**src/rtl/cdc_fifo_pkg.sv**
```systemverilog
// Shared CDC FIFO helpers: Gray/binary pointer conversion, pointer distance and fill compares.
// Used by both the write-side and the read-side controllers.
package cdc_fifo_pkg;

    localparam int PTR_MAX_W = 32;

    typedef logic [PTR_MAX_W-1:0] ptr_word_t;

    typedef enum logic {
        PRIO_P0 = 1'b0,
        PRIO_P1 = 1'b1
    } rr_prio_t;

    // Pointer width is always one bit wider than the address, so wrap can be told from empty.
    function automatic int ptr_width(input int addr_w);
        return addr_w + 1;
    endfunction

    function automatic ptr_word_t bin2gray(input ptr_word_t b);
        return b ^ (b >> 1);
    endfunction

    function automatic ptr_word_t gray2bin(input ptr_word_t g);
        ptr_word_t b;
        b[PTR_MAX_W-1] = g[PTR_MAX_W-1];
        for (int i = PTR_MAX_W - 2; i >= 0; i--) begin
            b[i] = b[i+1] ^ g[i];
        end
        return b;
    endfunction

    function automatic ptr_word_t ptr_distance(input ptr_word_t wr, input ptr_word_t rd,
                                               input int ptr_w);
        ptr_word_t mask;
        mask = (ptr_word_t'(1) << ptr_w) - ptr_word_t'(1);
        return (wr - rd) & mask;
    endfunction

    function automatic logic fill_is_full(input ptr_word_t fill, input int addr_w);
        return fill == (ptr_word_t'(1) << addr_w);
    endfunction

    function automatic logic fill_at_least(input ptr_word_t fill, input int thresh);
        return fill >= ptr_word_t'(thresh);
    endfunction

endpackage

```
**src/rtl/cdc_rr_arb2.sv**
```systemverilog
// Two-way round-robin arbiter; priority moves away from the holder only after the holder
// completes a transfer.
module cdc_rr_arb2
    import cdc_fifo_pkg::*;
(
    input  logic       i_a_clk,
    input  logic       i_a_rst,
    input  logic [1:0] i_valid,
    input  logic       i_xfer,
    output logic [1:0] o_grant
);

    rr_prio_t   r_prio;
    rr_prio_t   w_prio_next;
    logic [1:0] w_grant;
    logic [1:0] w_holder;

    assign w_holder = (r_prio == PRIO_P0) ? 2'b01 : 2'b10;

    always_ff @(posedge i_a_clk) begin
        if (i_a_rst) begin
            r_prio <= PRIO_P0;
        end else begin
            r_prio <= w_prio_next;
        end
    end

    always_comb begin
        w_grant = 2'b00;
        case (i_valid)
            2'b01:   w_grant = 2'b01;
            2'b10:   w_grant = 2'b10;
            2'b11:   w_grant = w_holder;
            default: w_grant = 2'b00;
        endcase
    end

    // A transfer by the non-holder (sole requester) leaves priority where it was.
    always_comb begin
        w_prio_next = r_prio;
        if (i_xfer && ((w_grant & w_holder) != 2'b00)) begin
            w_prio_next = (r_prio == PRIO_P0) ? PRIO_P1 : PRIO_P0;
        end
    end

    assign o_grant = w_grant;

endmodule

```
**src/rtl/cdc_fifo_wr_ctrl.sv**
```systemverilog
// Write-side CDC FIFO controller: arbitrates two producers, drives the memory write port and
// publishes the Gray write pointer. Optional almost_full output under CDC_WR_ALMOST_FULL_EN.
module cdc_fifo_wr_ctrl
    import cdc_fifo_pkg::*;
#(
    parameter int DATA_W = 8,
    parameter int ADDR_W = 3,
`ifdef CDC_WR_ALMOST_FULL_EN
    parameter int AF_THRESH = 6,
`endif
    localparam int PTR_W = ptr_width(ADDR_W)
)
(
    input  logic              i_a_clk,
    input  logic              i_a_rst,
    input  logic              i_req0_valid,
    input  logic [DATA_W-1:0] i_req0_data,
    output logic              o_req0_ready,
    input  logic              i_req1_valid,
    input  logic [DATA_W-1:0] i_req1_data,
    output logic              o_req1_ready,
    input  logic [PTR_W-1:0]  i_rd_ptr_gray_sync,
    output logic              o_mem_we,
    output logic [ADDR_W-1:0] o_mem_waddr,
    output logic [DATA_W-1:0] o_mem_wdata,
    output logic [PTR_W-1:0]  o_wr_ptr_gray,
    output logic              o_full,
    output logic [PTR_W-1:0]  o_fill_level
`ifdef CDC_WR_ALMOST_FULL_EN
    ,
    output logic              o_almost_full
`endif
);

    logic [1:0]        w_valid;
    logic [1:0]        w_grant;
    logic [1:0]        w_ready;
    logic              w_xfer;
    logic              w_sel1;
    logic [PTR_W-1:0]  w_rd_bin;
    logic [PTR_W-1:0]  w_wr_bin_next;
    logic [PTR_W-1:0]  w_fill_next;
    logic              w_full_next;

    logic [PTR_W-1:0]  r_wr_bin;
    logic [PTR_W-1:0]  r_wr_gray;
    logic [PTR_W-1:0]  r_fill;
    logic              r_full;
    logic              r_pend_we;
    logic [ADDR_W-1:0] r_pend_addr;
    logic [DATA_W-1:0] r_pend_data;
    logic              r_mem_we;
    logic [ADDR_W-1:0] r_mem_waddr;
    logic [DATA_W-1:0] r_mem_wdata;

    assign w_valid = {i_req1_valid, i_req0_valid};

    cdc_rr_arb2 u_arb (
        .i_a_clk (i_a_clk),
        .i_a_rst (i_a_rst),
        .i_valid (w_valid),
        .i_xfer  (w_xfer),
        .o_grant (w_grant)
    );

    // Readiness is masked by reset so nothing is accepted on the edge reset is sampled.
    genvar gi;
    generate
        for (gi = 0; gi < 2; gi++) begin : g_ready
            assign w_ready[gi] = w_grant[gi] & ~r_full & ~i_a_rst;
        end
    endgenerate

    assign o_req0_ready = w_ready[0];
    assign o_req1_ready = w_ready[1];

    assign w_xfer = |(w_valid & w_ready);
    assign w_sel1 = i_req1_valid & w_ready[1];

    assign w_rd_bin      = PTR_W'(gray2bin(ptr_word_t'(i_rd_ptr_gray_sync)));
    assign w_wr_bin_next = r_wr_bin + PTR_W'(w_xfer);
    assign w_fill_next   = PTR_W'(ptr_distance(ptr_word_t'(w_wr_bin_next),
                                               ptr_word_t'(w_rd_bin), PTR_W));
    assign w_full_next   = fill_is_full(ptr_word_t'(w_fill_next), ADDR_W);

    // Accepted word is staged one edge, then written together with the pointer publish.
    always_ff @(posedge i_a_clk) begin
        if (i_a_rst) begin
            r_wr_bin    <= '0;
            r_wr_gray   <= '0;
            r_fill      <= '0;
            r_full      <= 1'b0;
            r_pend_we   <= 1'b0;
            r_pend_addr <= '0;
            r_pend_data <= '0;
            r_mem_we    <= 1'b0;
            r_mem_waddr <= '0;
            r_mem_wdata <= '0;
        end else begin
            r_wr_bin  <= w_wr_bin_next;
            r_fill    <= w_fill_next;
            r_full    <= w_full_next;
            r_pend_we <= w_xfer;
            if (w_xfer) begin
                r_pend_addr <= r_wr_bin[ADDR_W-1:0];
                r_pend_data <= w_sel1 ? i_req1_data : i_req0_data;
            end
            r_mem_we <= r_pend_we;
            if (r_pend_we) begin
                r_mem_waddr <= r_pend_addr;
                r_mem_wdata <= r_pend_data;
            end
            r_wr_gray <= PTR_W'(bin2gray(ptr_word_t'(r_wr_bin)));
        end
    end

    assign o_mem_we      = r_mem_we;
    assign o_mem_waddr   = r_mem_waddr;
    assign o_mem_wdata   = r_mem_wdata;
    assign o_wr_ptr_gray = r_wr_gray;
    assign o_full        = r_full;
    assign o_fill_level  = r_fill;

`ifdef CDC_WR_ALMOST_FULL_EN
    logic r_almost_full;

    always_ff @(posedge i_a_clk) begin
        if (i_a_rst) begin
            r_almost_full <= 1'b0;
        end else begin
            r_almost_full <= fill_at_least(ptr_word_t'(w_fill_next), AF_THRESH);
        end
    end

    assign o_almost_full = r_almost_full;
`endif

endmodule

```
**config.mk**
```make
export PLATFORM = sky130hd
export DESIGN_NAME = cdc_fifo_wr_ctrl
export DESIGN_NICKNAME = d
export VERILOG_FILES = /design/src/rtl/cdc_fifo_pkg.sv /design/src/rtl/cdc_rr_arb2.sv /design/src/rtl/cdc_fifo_wr_ctrl.sv
export SDC_FILE = /design/constraint.sdc
export NUM_CORES = 1
export LEC_CHECK = 0
export ABC_AREA = 0
export BUFFER_PORTS_ARGS = -buffer_cell sky130_fd_sc_hd__buf_4
export CELL_PAD_IN_SITES_DETAIL_PLACEMENT = 0
export CELL_PAD_IN_SITES_GLOBAL_PLACEMENT = 1
export CORE_MARGIN = 4
export CORE_UTILIZATION = 40
export CTS_BUF_LIST = sky130_fd_sc_hd__clkbuf_4 sky130_fd_sc_hd__clkbuf_8
export DETAILED_ROUTE_END_ITERATION = 10
export GPL_TIMING_DRIVEN = 0
export PLACE_DENSITY_LB_ADDON = 0.1
export SLEW_MARGIN = 15
export SYNTH_ARGS = -nofsm -noshare
export SYNTH_HDL_FRONTEND = slang
export SYNTH_SLANG_ARGS = --single-unit
```
**constraint.sdc**
```tcl
create_clock -name i_a_clk -period 3.7 [get_ports i_a_clk]
set_clock_uncertainty 0.05 [all_clocks]
set_input_delay 0.185 -clock i_a_clk [delete_from_list [all_inputs] [get_ports i_a_clk]]
set_output_delay 0.185 -clock i_a_clk [all_outputs]
set_load 0.1 [all_outputs]
```
## Yosys cells after proc, flatten, opt, wreduce, memory -nomap -nowiden

Cells that the tools add are included.

- Output and inout port bits: 23
- Input bits: 24
- Logic and storage cells: 37
- Bits in registers: 38

- Equality and inequality tests: 4
- $add $sub $neg: 2
- Reductions and logical operators: 3
- Muxes and demuxes: 4
- Bitwise operators: 13

Operator list:

| operator | count |
|---|---|
| $mux 8 | 1 |
| $pmux 2 s3 | 1 |
| $and 1x1->1 | 5 |
| $add 4x1->4 | 1 |
| $and 2x2->2 | 2 |
| $eq 2x2->1 const B | 2 |
| $eq 4x4->1 const B | 1 |
| $sub 4x4->4 | 1 |
| $xor 4x3->4 | 1 |
| $xor 1x1->1 | 3 |
| $eq 2x1->1 const B | 1 |
| $mux 2 | 1 |
| $not 1->1 | 2 |
| $reduce_bool 2->1 | 1 |
| $reduce_or 2->1 | 1 |
| $logic_and 1x1->1 | 1 |
| $mux 1 | 1 |

## Logic depth before layout (Yosys ltp)

Gate-level depths: netlist (run 1).

- Word-level depth: 9
- Depth in mapped cells: 11
- Depth with buffers taken out: 10

## Cells and area by module

From an unflattened synthesis (run 1), not the netlist that was laid out.

- Cells, all modules: 154
- Area total of the unflattened synthesis: 1,591.5 µm²

By module, submodules not included:

| module | sequential area each (µm²) | cells each | area an instance (µm²) | times used |
|---|---|---|---|---|
| cdc_fifo_wr_ctrl | 740.7 | 147 | 1,526.5 | 1 |
| cdc_rr_arb2 | 20.0 | 7 | 65.1 | 1 |

## Worst setup path after synthesis (run 1)

OpenSTA, ideal clock, no wires.

- Kind: flip-flop to flip-flop
- Start: reg r_full (netlist: o_full)
- End: reg r_full (netlist: o_full)
- Setup time: 0.121 ns
- Arrival: 2.814 ns
- Slack: 0.715 ns
- Required time: 3.529 ns
- Cell stages (with the launch flop): 12
- Clock period less this slack: 2.985 ns
- Path buffers: 1
- Path through: dfxtp_1 -> nor2_4 -> o21a_1 -> buf_2 -> ha_1 -> ha_1 -> xor2_1 -> ha_1 -> a21oi_1 -> nand2_4 -> xnor2_1 -> nor3_2

- Word-level cells in the longest chain between the ends: 8
- Elaborated cells between the ends (all ways): 10
- Those cells by class: add/sub (2); eq/ne (1); bitwise (6); reduce/logical (1)

Ends and longest elaborated chain:

| item | line | RTL |
|---|---|---|
| from (decl) | cdc_fifo_wr_ctrl.sv:48 | `logic r_full;` |
| from (signal assigned) | cdc_fifo_wr_ctrl.sv:102 | `r_full <= w_full_next;` |
| $not 1->1 * | cdc_fifo_wr_ctrl.sv:70 | `assign w_ready[gi] = w_grant[gi] & ~r_full & ~i_a_rst;` |
| $and 1x1->1 (2 in a row) | cdc_fifo_wr_ctrl.sv:70 |  |
| $and 2x2->2 * | cdc_fifo_wr_ctrl.sv:77 | `assign w_xfer = \|(w_valid & w_ready);` |
| $reduce_or 2->1 * | cdc_fifo_wr_ctrl.sv:77 |  |
| net u_arb.i_xfer | cdc_rr_arb2.sv:9 | `input logic i_xfer,` |
| $add 4x1->4 * | cdc_fifo_wr_ctrl.sv:81 | `assign w_wr_bin_next = r_wr_bin + PTR_W'(w_xfer);` |
| net w_wr_bin_next[2] | cdc_fifo_wr_ctrl.sv:41 | `logic [PTR_W-1:0] w_wr_bin_next;` |
| $sub 4x4->4 * | cdc_fifo_pkg.sv:36 | `return (wr - rd) & mask;` |
| $eq 4x4->1 * | cdc_fifo_pkg.sv:40 | `return fill == (ptr_word_t'(1) << addr_w);` |

The timed path passes the listed nets; every way through them passes the cells marked *.
A chain may end at the register's enable or synchronous reset.

## Worst setup path after layout (run 1)

Same ends and word-level chain as after synthesis.

==> results of run 1 <==
## final cells by class
cell class	count	area, um2	share of cell area (%)
buffer	7	36.3	1.77
clock buffer	6	82.6	4.03
tap	48	60.1	2.93
clock inverter	2	12.5	0.610
multi-input combinational	106	738	36.0
inverter	4	15.0	0.732
sequential	38	761	37.1
timing repair buffer	46	345	16.8
## worst max-delay path: cells and delay by family, from the launching register on
kind	cells	cell delay [ns]
flops	1	0.37
simple gates	3	0.32
fa+ha+maj	3	0.66
xor+xnor	2	0.38
buf+inv	1	0.24
compound gates	2	0.41
## power breakdown
| part | leakage [uW] | internal [uW] | switching (uW) |
|---|---|---|---|
| clock network | 0.0000472 | 150 | 139 |
| registers | 0.000311 | 445 | 18.7 |
| logic | 0.000602 | 103 | 249 |
| total | 0.000960 | 697 | 407 |
## layout by cell type, fill, tap and decap left out, drive strengths merged
cell type and n:
clkinvlp 1, nor3 1, dfxtp 38, and3 1
ha 6, nor2b 5, o21a 2, nand2 19
o22ai 1, buf 52, fa 1, nand3b 1
a311oi 8, inv 4, mux2i 14, nand3 2
a21oi 1, nor2 33, clkinv 1, xor3 1
nand2b 1, xnor2 5, xor2 4, clkbuf 7
## through the flow
step / cells / utilization, % / total power, uW / hold WS [ns] / area, um2
detailed placement: 249 / 52.6 / 827 / 0.377 / 1960
CTS: 257 / 55.2 / 1120 / 0.0845 / 2050
floorplan: 155 / - / 743 / 0.245 / 1550
global placement: 249 / 52.6 / 823 / 0.370 / 1960
finish: 257 / 55.2 / 1100 / 0.0896 / 2050
global route: 257 / 55.2 / 1160 / 0.100 / 2050
## sequential cells by signal, indices dropped and copies added (netlist names)
| name | flops |
|---|---|
| o_mem_wdata | 8 |
| u_arb.r_prio | 1 |
| r_wr_bin | 4 |
| r_pend_we | 1 |
| o_mem_we | 1 |
| r_pend_data | 8 |
| o_wr_ptr_gray | 4 |
| o_mem_waddr | 3 |
| o_fill_level | 4 |
| r_pend_addr | 3 |
| o_full | 1 |
## metal layers
metal | global-route usage, % | up-vias
li1 | - | 617
met1 | 16.2 | 576
met2 | 23.1 | 26
met3 | 4.32 | 5
met4 | 7.02 | 0
met5 | 0 | -
## cell usage after synthesis (all sizes together)
cell / number
dfxtp: 38
nand3: 2
buf: 6
ha: 6
xor2: 4
nor3: 1
inv: 4
nor2: 33
nand2: 19
o22ai: 1
nand2b: 1
and3: 1
fa: 1
mux2i: 14
xor3: 1
a21oi: 1
nor2b: 5
nand3b: 1
xnor2: 5
o21a: 2
clkbuf: 1
a311oi: 8
## how the worst max path moves through the flow
| stage | start | slack, ns | endpoint |
|---|---|---|---|
| 6_report | o_full | 1.17 | o_full |
| 5_1_grt | o_full | 0.97 | o_full |
| 4_1_cts | o_full | 1.14 | o_full |
| 3_5_place_dp | o_full | 1.16 | o_full |
| 3_3_place_gp | o_full | 1.19 | o_full |
| 2_1_floorplan | o_full | 0.71 | o_full |
## logic make-up after synthesis
kind of cell	share of synthesized area (%)
AO/OA/AOI/OAI	6.21
XOR/XNOR	7.10
adder cells (fa/ha/maj)	6.13
buffers and inverters	3.31
flip-flops	49.1
multiplexers	9.04
AND/OR/NAND/NOR	19.1
==> out/qor.txt, run 1 <==
==================================================================================
Outcome                                                               finished, final reports clean
Worst EP required                                                          3.82 ns
Highest cell delay on the worst timing path                                0.37 ns
Pin count of the biggest net entering global routing                            13
Maximum buffer depth of the clock tree                                           2
Worst setup timing slack at the placement stage                            1.16 ns
Area Growth Syn to Fin                                                       32.3%
Library cell appearing most often on the critical path                sky130_fd_sc_hd__ha_1
Worst-Skew Late Latency                                                    0.28 ns
CTS Buf Count                                                                    5
Minimum clock period after layout                                          2.53 ns
Worst min-delay path endpoint                                            r_pend_we
Setup_tns                                                                     0 ns
Number of instances on the worst hold path                                       2
Final worst setup slack                                                    1.17 ns
Post-synthesis instance area                                              1550 um2
Master of the slowest instance on the critical path                   sky130_fd_sc_hd__dfxtp_1
Wire length of the first global-routing pass                               5390 um
Vias/cell                                                                     4.76
Highest metal layer used by the detailed router                               met4
TritonCTS sink count                                                            38
Worst min-delay path class                                               in -> reg
Share of final-layout standard cells stronger than drive strength 1          32.1%
Remaining global-route overflow                                                  0
Number of nets in the finished design                                          239
Count of warnings emitted by yosys                                               0
Level count of the clock H-tree                                                  2
Die Area                                                                  4940 um2
Unrepaired setup endpoints after global routing                              false
Count of unique library cells instantiated by Yosys                             29
Setup slack, reg-to-reg                                                    1.17 ns
Final HPWL DP                                                              2430 um
Post-DR wirelength/cell                                                    12.5 um
Final antenna-violating net count                                                0
Count of boundary I/O pins                                                      47
Port Buffers                                                                    46
WS Path Type                                                            reg -> reg
Register area share after synthesis                                          49.1%
Aggregate routed wire length                                               3210 um
Number of global-route vias before repair                                     1217
Max-slew headroom at the worst pin                                           69.2%
Period utilization                                                           68.5%
Number of endpoints failing setup at the final stage                             0
Pre-Repair DR Iteration Count                                                    4
Height of the die                                                          70.3 um
PostCTS Resize Cnt                                                               0
Hold Path Origin                                                      i_req0_valid
CTS clk-pin slew, worst paths                                              0.07 ns
Iteration-0 DRC Markers                                                         28
Diode count                                                                      0
Width of the die                                                           70.3 um
Number of synthesized register bits                                             38
CORE AREA                                                                 3720 um2
Initial antenna violation count                                                  0
Vias after detailed routing                                                   1224
Worst setup EP type                                                      flip-flop
Series of cell instances along the critical path                      nor2_4, o21a_1, buf_2, ha_1, ha_1, xor2_1, ha_1, a21oi_1, nand2_4, xnor2_1, nor3_2
Post-synth top area share                                                    49.1%
Final Hold Viols                                                                 0
Leakage power                                                          0.000960 uW
Met2 wire length                                                           1630 um
Wire length the detailed router placed on met1                             1370 um
Transition time of the tightest slew-check pin                            0.461 ns
Global-route usage over all layers                                           14.0%
Ranking of synthesized cells by area                                  sky130_fd_sc_hd__dfxtp_1, sky130_fd_sc_hd__mux2i_1, sky130_fd_sc_hd__nor2_1
Post-CTS setup buffer count                                                      0
Beginning of the worst register-to-register path                            o_full
Fmax achieved                                                              395 MHz
Met3 routed WL                                                              153 um
Number of slew-limit violations in the final report                              0
DRC viols                                                                        0
Hold-fix buffers at CTS                                                          0
Critical Path Start Type                                                 flip-flop
Reg2Reg Depth                                                                   11
Post-Syn Area per Cell                                                    10.0 um2
Total power density per cell area                                       538 nW/um2
Worst EP arrival                                                           2.65 ns
Number of nets produced by synthesis                                           186
RD Place Congestion                                                          0.727
Worst-case vdd ir drop                                                  0.000289 V
Cell type with the largest total area after synthesis                 sky130_fd_sc_hd__dfxtp_1
Count of mapped cells out of synthesis                                         155
TritonCTS clock tree                                                         built
Layout filler cell count                                                       364
Largest fanout on the critical path                                             10
FF-to-FF End                                                                o_full
Clock root buffer master                                              sky130_fd_sc_hd__clkbuf_8
Max Cap Viol                                                                     0
Initial core utilization                                                     41.7%
Site Rows                                                                       22
==================================================================================
Power figures use the tool's default switching activity.
==> run 2: changes to the inputs <==
Settings changed: ABC_AREA 0 to 1, CORE_UTILIZATION 40 to 34.
Clock period 3.7 ns to 2.23 ns, I/O delays scaled along.
==> run 2 against run 1 <==
  * Register-to-register slack got worse by 1.0 ns
  * Highest routed layer unchanged
  * Largest power group unchanged
  * Synthesized cell count rose by 34%
  * Sequential cell count did not move
==> out/qor.txt, run 2 <==
=====================================================================================
Outcome                                                                  finished, final reports clean
Number of instances on the worst hold path                                          4
CTS clk-pin slew, worst paths                                                 0.07 ns
Level count of the clock H-tree                                                     2
Clock root buffer master                                                 sky130_fd_sc_hd__clkbuf_8
Register area share after synthesis                                             46.1%
TritonCTS sink count                                                               38
Pin count of the biggest net entering global routing                               12
Number of global-route vias before repair                                        1221
TritonCTS clock tree                                                            built
Final antenna-violating net count                                                   0
Share of flip-flops with an asynchronous set or reset                              0%
Worst min-delay path endpoint                                            r_pend_data[5]
Number of enable-type register cells in the synthesized netlist                     0
Worst setup EP type                                                         flip-flop
Worst hold margin                                                           0.0681 ns
DRC viols                                                                           0
Ranking of synthesized cells by area                                     sky130_fd_sc_hd__dfxtp_1, sky130_fd_sc_hd__nand2_1, sky130_fd_sc_hd__nor2_1
Max Cap Viol                                                                        0
Leakage power                                                              0.00111 uW
Worst EP arrival                                                              2.25 ns
Multi-input gate area in the final layout                                     783 um2
Post-Syn Area per Cell                                                       7.93 um2
Beginning of the worst register-to-register path                               o_full
CORE AREA                                                                    4720 um2
Count of unique library cells instantiated by Yosys                                26
Iteration-0 DRC Markers                                                            31
Maximum buffer depth of the clock tree                                              2
Number of nets in the finished design                                             298
Total power density per cell area                                          849 nW/um2
Worst-Skew Late Latency                                                       0.29 ns
Diode count                                                                         0
Vias/cell                                                                        4.16
Post-layout utilization of the core                                             48.1%
Transition time of the tightest slew-check pin                               0.437 ns
Primary FF master, synth                                                 sky130_fd_sc_hd__dfxtp_1
Aggregate routed wire length                                                  3490 um
Number of slew-limit violations in the final report                                 0
Wire length of the first global-routing pass                                  5890 um
Period utilization                                                              93.3%
Vias after detailed routing                                                      1392
RD Place Congestion                                                             0.700
Placed inst area                                                             2120 um2
Final worst setup slack                                                      0.149 ns
Post-synthesis instance area                                                 1650 um2
Port Buffers                                                                       45
Site Rows                                                                          25
Number of nets produced by synthesis                                              239
CTS Buf Count                                                                       5
Largest fanout on the critical path                                                 4
WS Path Type                                                               reg -> reg
Share of final-layout standard cells stronger than drive strength 1             28.7%
Leading cell types by count after synthesis                              sky130_fd_sc_hd__nand2_1, sky130_fd_sc_hd__dfxtp_1, sky130_fd_sc_hd__nor2_1
Post-synth top area share                                                       46.1%
Post-DR wirelength/cell                                                       10.4 um
Minimum clock period after layout                                             2.08 ns
Area Growth Syn to Fin                                                          37.9%
Layout filler cell count                                                          482
Die Area                                                                     6030 um2
FF-to-FF End                                                                   o_full
Max-slew headroom at the worst pin                                              70.9%
Reg2Reg Depth                                                                      16
Cell type with the largest total area after synthesis                    sky130_fd_sc_hd__dfxtp_1
Initial core utilization                                                        34.9%
Count of boundary I/O pins                                                         47
Final HPWL DP                                                                 2590 um
Number of endpoints failing setup at the final stage                                0
Setup_tns                                                                        0 ns
Pre-Repair DR Iteration Count                                                       4
Fmax achieved                                                                 481 MHz
Cell area after layout                                                       2270 um2
Worst EP required                                                             2.40 ns
Final Hold Viols                                                                    0
Width of the die                                                              77.6 um
Setup slack, reg-to-reg                                                       0.15 ns
Critical Path Start Type                                                    flip-flop
Worst min-delay path class                                                  in -> reg
Initial antenna violation count                                                     0
Number of synthesized register bits                                                38
Register area                                                                 764 um2
Height of the die                                                             77.6 um
Hold Path Origin                                                              i_a_rst
Most frequent standard cell in the layout excluding fill and tap cells   sky130_fd_sc_hd__buf_4
Global-route usage over all layers                                              12.5%
Most common cell in the netlist                                          sky130_fd_sc_hd__nand2_1
Remaining global-route overflow                                                     0
Worst setup timing slack at the placement stage                             -0.121 ns
Commonest cells after routing, fill and taps aside                       sky130_fd_sc_hd__buf_4, sky130_fd_sc_hd__nand2_1, sky130_fd_sc_hd__dfxtp_1
Count of warnings emitted by yosys                                                  0
Count of mapped cells out of synthesis                                            208
Worst-case vdd ir drop                                                     0.000490 V
=====================================================================================
==> run 2: area by class of cell <==
type,count,area share [%]
timing repair buffer,53,17.7
buffer,5,1.21
multi-input combinational,135,34.5
clock buffer,7,3.96
sequential,38,33.6
inverter,29,5.12
tap,67,3.69
clock inverter,1,0.220
==> run 2: kinds of logic after synthesis <==
family	count (synthesis)	share of synthesized area [%]
buffers and inverters	35	9.48
flip-flops	38	46.1
AND/OR/NAND/NOR	92	24.8
XOR/XNOR	4	2.12
AO/OA/AOI/OAI	32	11.7
adder cells (fa/ha/maj)	7	5.77
==> run 2: critical path, stage by stage (launching register included) <==
cell and delay, ns:
sky130_fd_sc_hd__dfxtp_4 0.37, sky130_fd_sc_hd__nor2_8 0.12, sky130_fd_sc_hd__o21ai_4 0.09, sky130_fd_sc_hd__clkinv_4 0.07, sky130_fd_sc_hd__ha_4 0.13, sky130_fd_sc_hd__ha_4 0.12
sky130_fd_sc_hd__inv_2 0.03, sky130_fd_sc_hd__or2_4 0.24, sky130_fd_sc_hd__nand2_2 0.09, sky130_fd_sc_hd__ha_4 0.21, sky130_fd_sc_hd__nand2_1 0.06, sky130_fd_sc_hd__nand2_1 0.06
sky130_fd_sc_hd__inv_1 0.05, sky130_fd_sc_hd__nand2_1 0.05, sky130_fd_sc_hd__nand3_1 0.07, sky130_fd_sc_hd__nand3_2 0.10, sky130_fd_sc_hd__nor2_1 0.12
==> run 2: layer usage <==
layer	routed length, um	part of all wire [%]	global-route usage, %
met5	0	0	0
met2	1280	37	14.6
met4	59	1.7	5.34
met1	1920	55	19.4
met3	233	6.7	4.52
==> run 2: worst max-delay path by stage <==
stage / start / end / depth (start not counted) / slack, ns
after floorplan: o_full / o_full / 11 / -0.05
after global placement: o_full / o_full / 17 / -0.11
after detailed placement: o_full / o_full / 17 / -0.12
after CTS: o_full / o_full / 16 / 0.03
after global routing: o_full / o_full / 16 / -0.0009
final: o_full / o_full / 16 / 0.15
==> run 2: repair_timing <==
action	4_1_cts	5_1_grt
pin swaps	1	0
resized for setup	1	1
buffers inserted	3	3
setup endpoints to repair	2	2
hold buffers	2	0
gates cloned	0	0
hold endpoints to repair	2	0
==> run 2: per-stage QoR <==
step	instances	power, uW
6_report	335	1930
5_1_grt	335	2050
4_1_cts	332	1950
3_5_place_dp	320	1440
3_3_place_gp	320	1440
2_1_floorplan	208	1290
==> run 2: power breakdown <==
| group | leakage, uW | internal, uW | switching (uW) |
|---|---|---|---|
| logic | 0.000742 | 185 | 473 |
| clock network | 0.0000517 | 261 | 231 |
| registers | 0.000314 | 744 | 35.9 |
==> run 3: changes to the inputs <==
Settings changed: PLACE_DENSITY set to 0.77, PLACE_DENSITY_LB_ADDON 0.1 to unset.
==> run 3 against run 2 <==
  * Global-route usage up 0.28 points
  * Highest routed layer unchanged
  * Clock power hardly changed
  * Largest power group unchanged
  * Critical path type unchanged
  * Register-to-register slack is essentially flat
  * Worst setup slack better by 0.013 ns
  * Sequential share of layout area rose by 0.26 points
  * Sequential power hardly changed
  * Critical path depth shrank 1
==> out/qor.txt, run 3 (synthesis gave the netlist of run 2 again) <==
=====================================================================================
Multi-input gate area in the final layout                                     783 um2
Worst-case vdd ir drop                                                     0.000450 V
Total power density per cell area                                          854 nW/um2
Beginning of the worst register-to-register path                               o_full
Transition time of the tightest slew-check pin                               0.451 ns
Most frequent standard cell in the layout excluding fill and tap cells   sky130_fd_sc_hd__buf_4
Final HPWL DP                                                                 2670 um
Leakage power                                                              0.00110 uW
Initial antenna violation count                                                     0
Count of boundary I/O pins                                                         47
Diode count                                                                         0
Maximum buffer depth of the clock tree                                              2
Post-layout utilization of the core                                             47.8%
Remaining global-route overflow                                                     0
Site Rows                                                                          25
Worst-Skew Late Latency                                                       0.29 ns
Final antenna-violating net count                                                   0
Worst setup timing slack at the placement stage                             -0.123 ns
Met2 wire length                                                              1430 um
Unrepaired setup endpoints after global routing                                 false
RD Place Congestion                                                             0.701
Max-slew headroom at the worst pin                                              70.0%
Clock network power share                                                       25.5%
Level count of the clock H-tree                                                     2
Number of global-route vias before repair                                        1388
Setup slack, reg-to-reg                                                       0.16 ns
Iteration-0 DRC Markers                                                            54
Worst min-delay path class                                                  in -> reg
Worst EP arrival                                                              2.20 ns
Number of nets in the finished design                                             296
Switching fraction of total power                                               38.3%
Wire length of the first global-routing pass                                  6110 um
CTS clk-pin slew, worst paths                                                 0.07 ns
Global-route usage over all layers                                              12.8%
Final cell count without fillers                                                  333
CTS Buf Count                                                                       5
TritonCTS sink count                                                               38
Combinational Power Share                                                       33.9%
Die Area                                                                     6030 um2
Commonest cells after routing, fill and taps aside                       sky130_fd_sc_hd__buf_4, sky130_fd_sc_hd__nand2_1, sky130_fd_sc_hd__dfxtp_1
Register area                                                                 764 um2
CORE AREA                                                                    4720 um2
Beginning of the critical path                                                 o_full
Crit path capture                                                              o_full
Height of the die                                                             77.6 um
Minimum clock period after layout                                             2.07 ns
Switching component of the power                                               738 uW
Fmax achieved                                                                 484 MHz
Reg2Reg Depth                                                                      15
Largest fanout on the critical path                                                 4
Max Cap Viol                                                                        0
Width of the die                                                              77.6 um
Period utilization                                                              92.7%
Pin count of the biggest net entering global routing                               12
Number of endpoints failing setup at the final stage                                0
Worst EP required                                                             2.36 ns
WS Path Type                                                               reg -> reg
Port Buffers                                                                       45
TritonCTS clock tree                                                            built
Post-placement cell count                                                         320
Highest metal layer used by the detailed router                                  met4
Initial core utilization                                                        34.9%
FF-to-FF End                                                                   o_full
Share of final-layout standard cells stronger than drive strength 1             28.6%
Area Growth Syn to Fin                                                          36.8%
Layout filler cell count                                                          469
Final worst setup slack                                                      0.162 ns
Met3 routed WL                                                                 192 um
Post-DR wirelength/cell                                                       10.6 um
Number of slew-limit violations in the final report                                 0
Critical Path Start Type                                                    flip-flop
Final Hold Viols                                                                    0
Clock root buffer master                                                 sky130_fd_sc_hd__clkbuf_8
Worst setup EP type                                                         flip-flop
Aggregate routed wire length                                                  3530 um
Pre-Repair DR Iteration Count                                                       4
DRC viols                                                                           0
Outcome                                                                  finished, final reports clean
Vias/cell                                                                        4.32
Vias after detailed routing                                                      1438
Worst hold margin                                                          0.00762 ns
Sequential Power Share                                                          40.6%
Cell-internal power                                                           1190 uW
Wire length the detailed router placed on met1                                1840 um
=====================================================================================
-- run 3: cell types whose count changed in the layout (fill, tap and decap cells not counted), sizes merged --
| cell | change |
|---|---|
| dlygate4sd3 | -1 |
| buf | -1 |
-- run 3: layout make-up --
class / instances / share of cell area (%)
Multi-Input combinational cell: 135 / 34.7
Sequential cell: 38 / 33.9
Timing Repair Buffer: 51 / 17.1
Inverter: 29 / 5.16
Clock buffer: 7 / 3.99
Tap cell: 67 / 3.72
Buffer: 5 / 1.22
Clock inverter: 1 / 0.222
-- run 3: worst max-delay path: stages, from the launching register on --
cell and delay, ns:
sky130_fd_sc_hd__dfxtp_4 0.36, sky130_fd_sc_hd__nor2_8 0.12, sky130_fd_sc_hd__o21ai_4 0.08, sky130_fd_sc_hd__clkinv_4 0.07, sky130_fd_sc_hd__ha_4 0.13, sky130_fd_sc_hd__ha_4 0.12
sky130_fd_sc_hd__inv_2 0.03, sky130_fd_sc_hd__or2_4 0.24, sky130_fd_sc_hd__nand2_2 0.08, sky130_fd_sc_hd__ha_4 0.21, sky130_fd_sc_hd__nand2_1 0.06, sky130_fd_sc_hd__nand2_1 0.06
sky130_fd_sc_hd__nor2_1 0.10, sky130_fd_sc_hd__nand3_1 0.11, sky130_fd_sc_hd__nand3_2 0.09, sky130_fd_sc_hd__nor2_1 0.05
-- run 3: worst min path at each step --
| stage | depth (start not counted) | startpoint | endpoint | slack (ns) |
|---|---|---|---|---|
| 2_1_floorplan | 2 | i_req0_valid | r_pend_we | 0.21 |
| 3_3_place_gp | 2 | i_a_rst | r_pend_addr[2] | 0.29 |
| 3_5_place_dp | 2 | i_a_rst | r_pend_addr[2] | 0.30 |
| 4_1_cts | 2 | i_a_rst | o_fill_level[0] | 0.004 |
| 5_1_grt | 2 | i_a_rst | r_wr_bin[2] | 0.003 |
| 6_report | 2 | i_a_rst | r_wr_bin[2] | 0.008 |
-- run 3: per-layer routing --
layer / global-route usage, % / vias up
met5: 0 / -
met3: 3.71 / 7
met2: 18.0 / 41
li1: - / 765
met1: 17.7 / 625
met4: 5.87 / 0
-- run 3: power groups by stage --
stage	sequential (uW)	clock (uW)	combinational, uW
5_1_grt	790	532	704
4_1_cts	782	506	662
3_3_place_gp	796	0	643
6_report	781	491	653
2_1_floorplan	1080	0	217
3_5_place_dp	796	0	646
-- run 3: repair_timing --
| item | CTS | global route |
|---|---|---|
| hold buffers | 1 | 0 |
| gates resized for setup | 1 | 1 |
| endpoints found under the hold margin | 1 | 0 |
| buffers inserted | 4 | 1 |
| pin swaps | 2 | 1 |
| endpoints found under the setup margin | 2 | 2 |
-- run 3: per-stage QoR --
step | setup TNS, ns | power [uW] | area [um2]
2_1_floorplan | -0.0688 | 1290 | 1700
3_3_place_gp | -0.170 | 1440 | 2120
3_5_place_dp | -0.211 | 1440 | 2120
4_1_cts | 0 | 1950 | 2260
5_1_grt | 0 | 2030 | 2260
6_report | 0 | 1930 | 2260
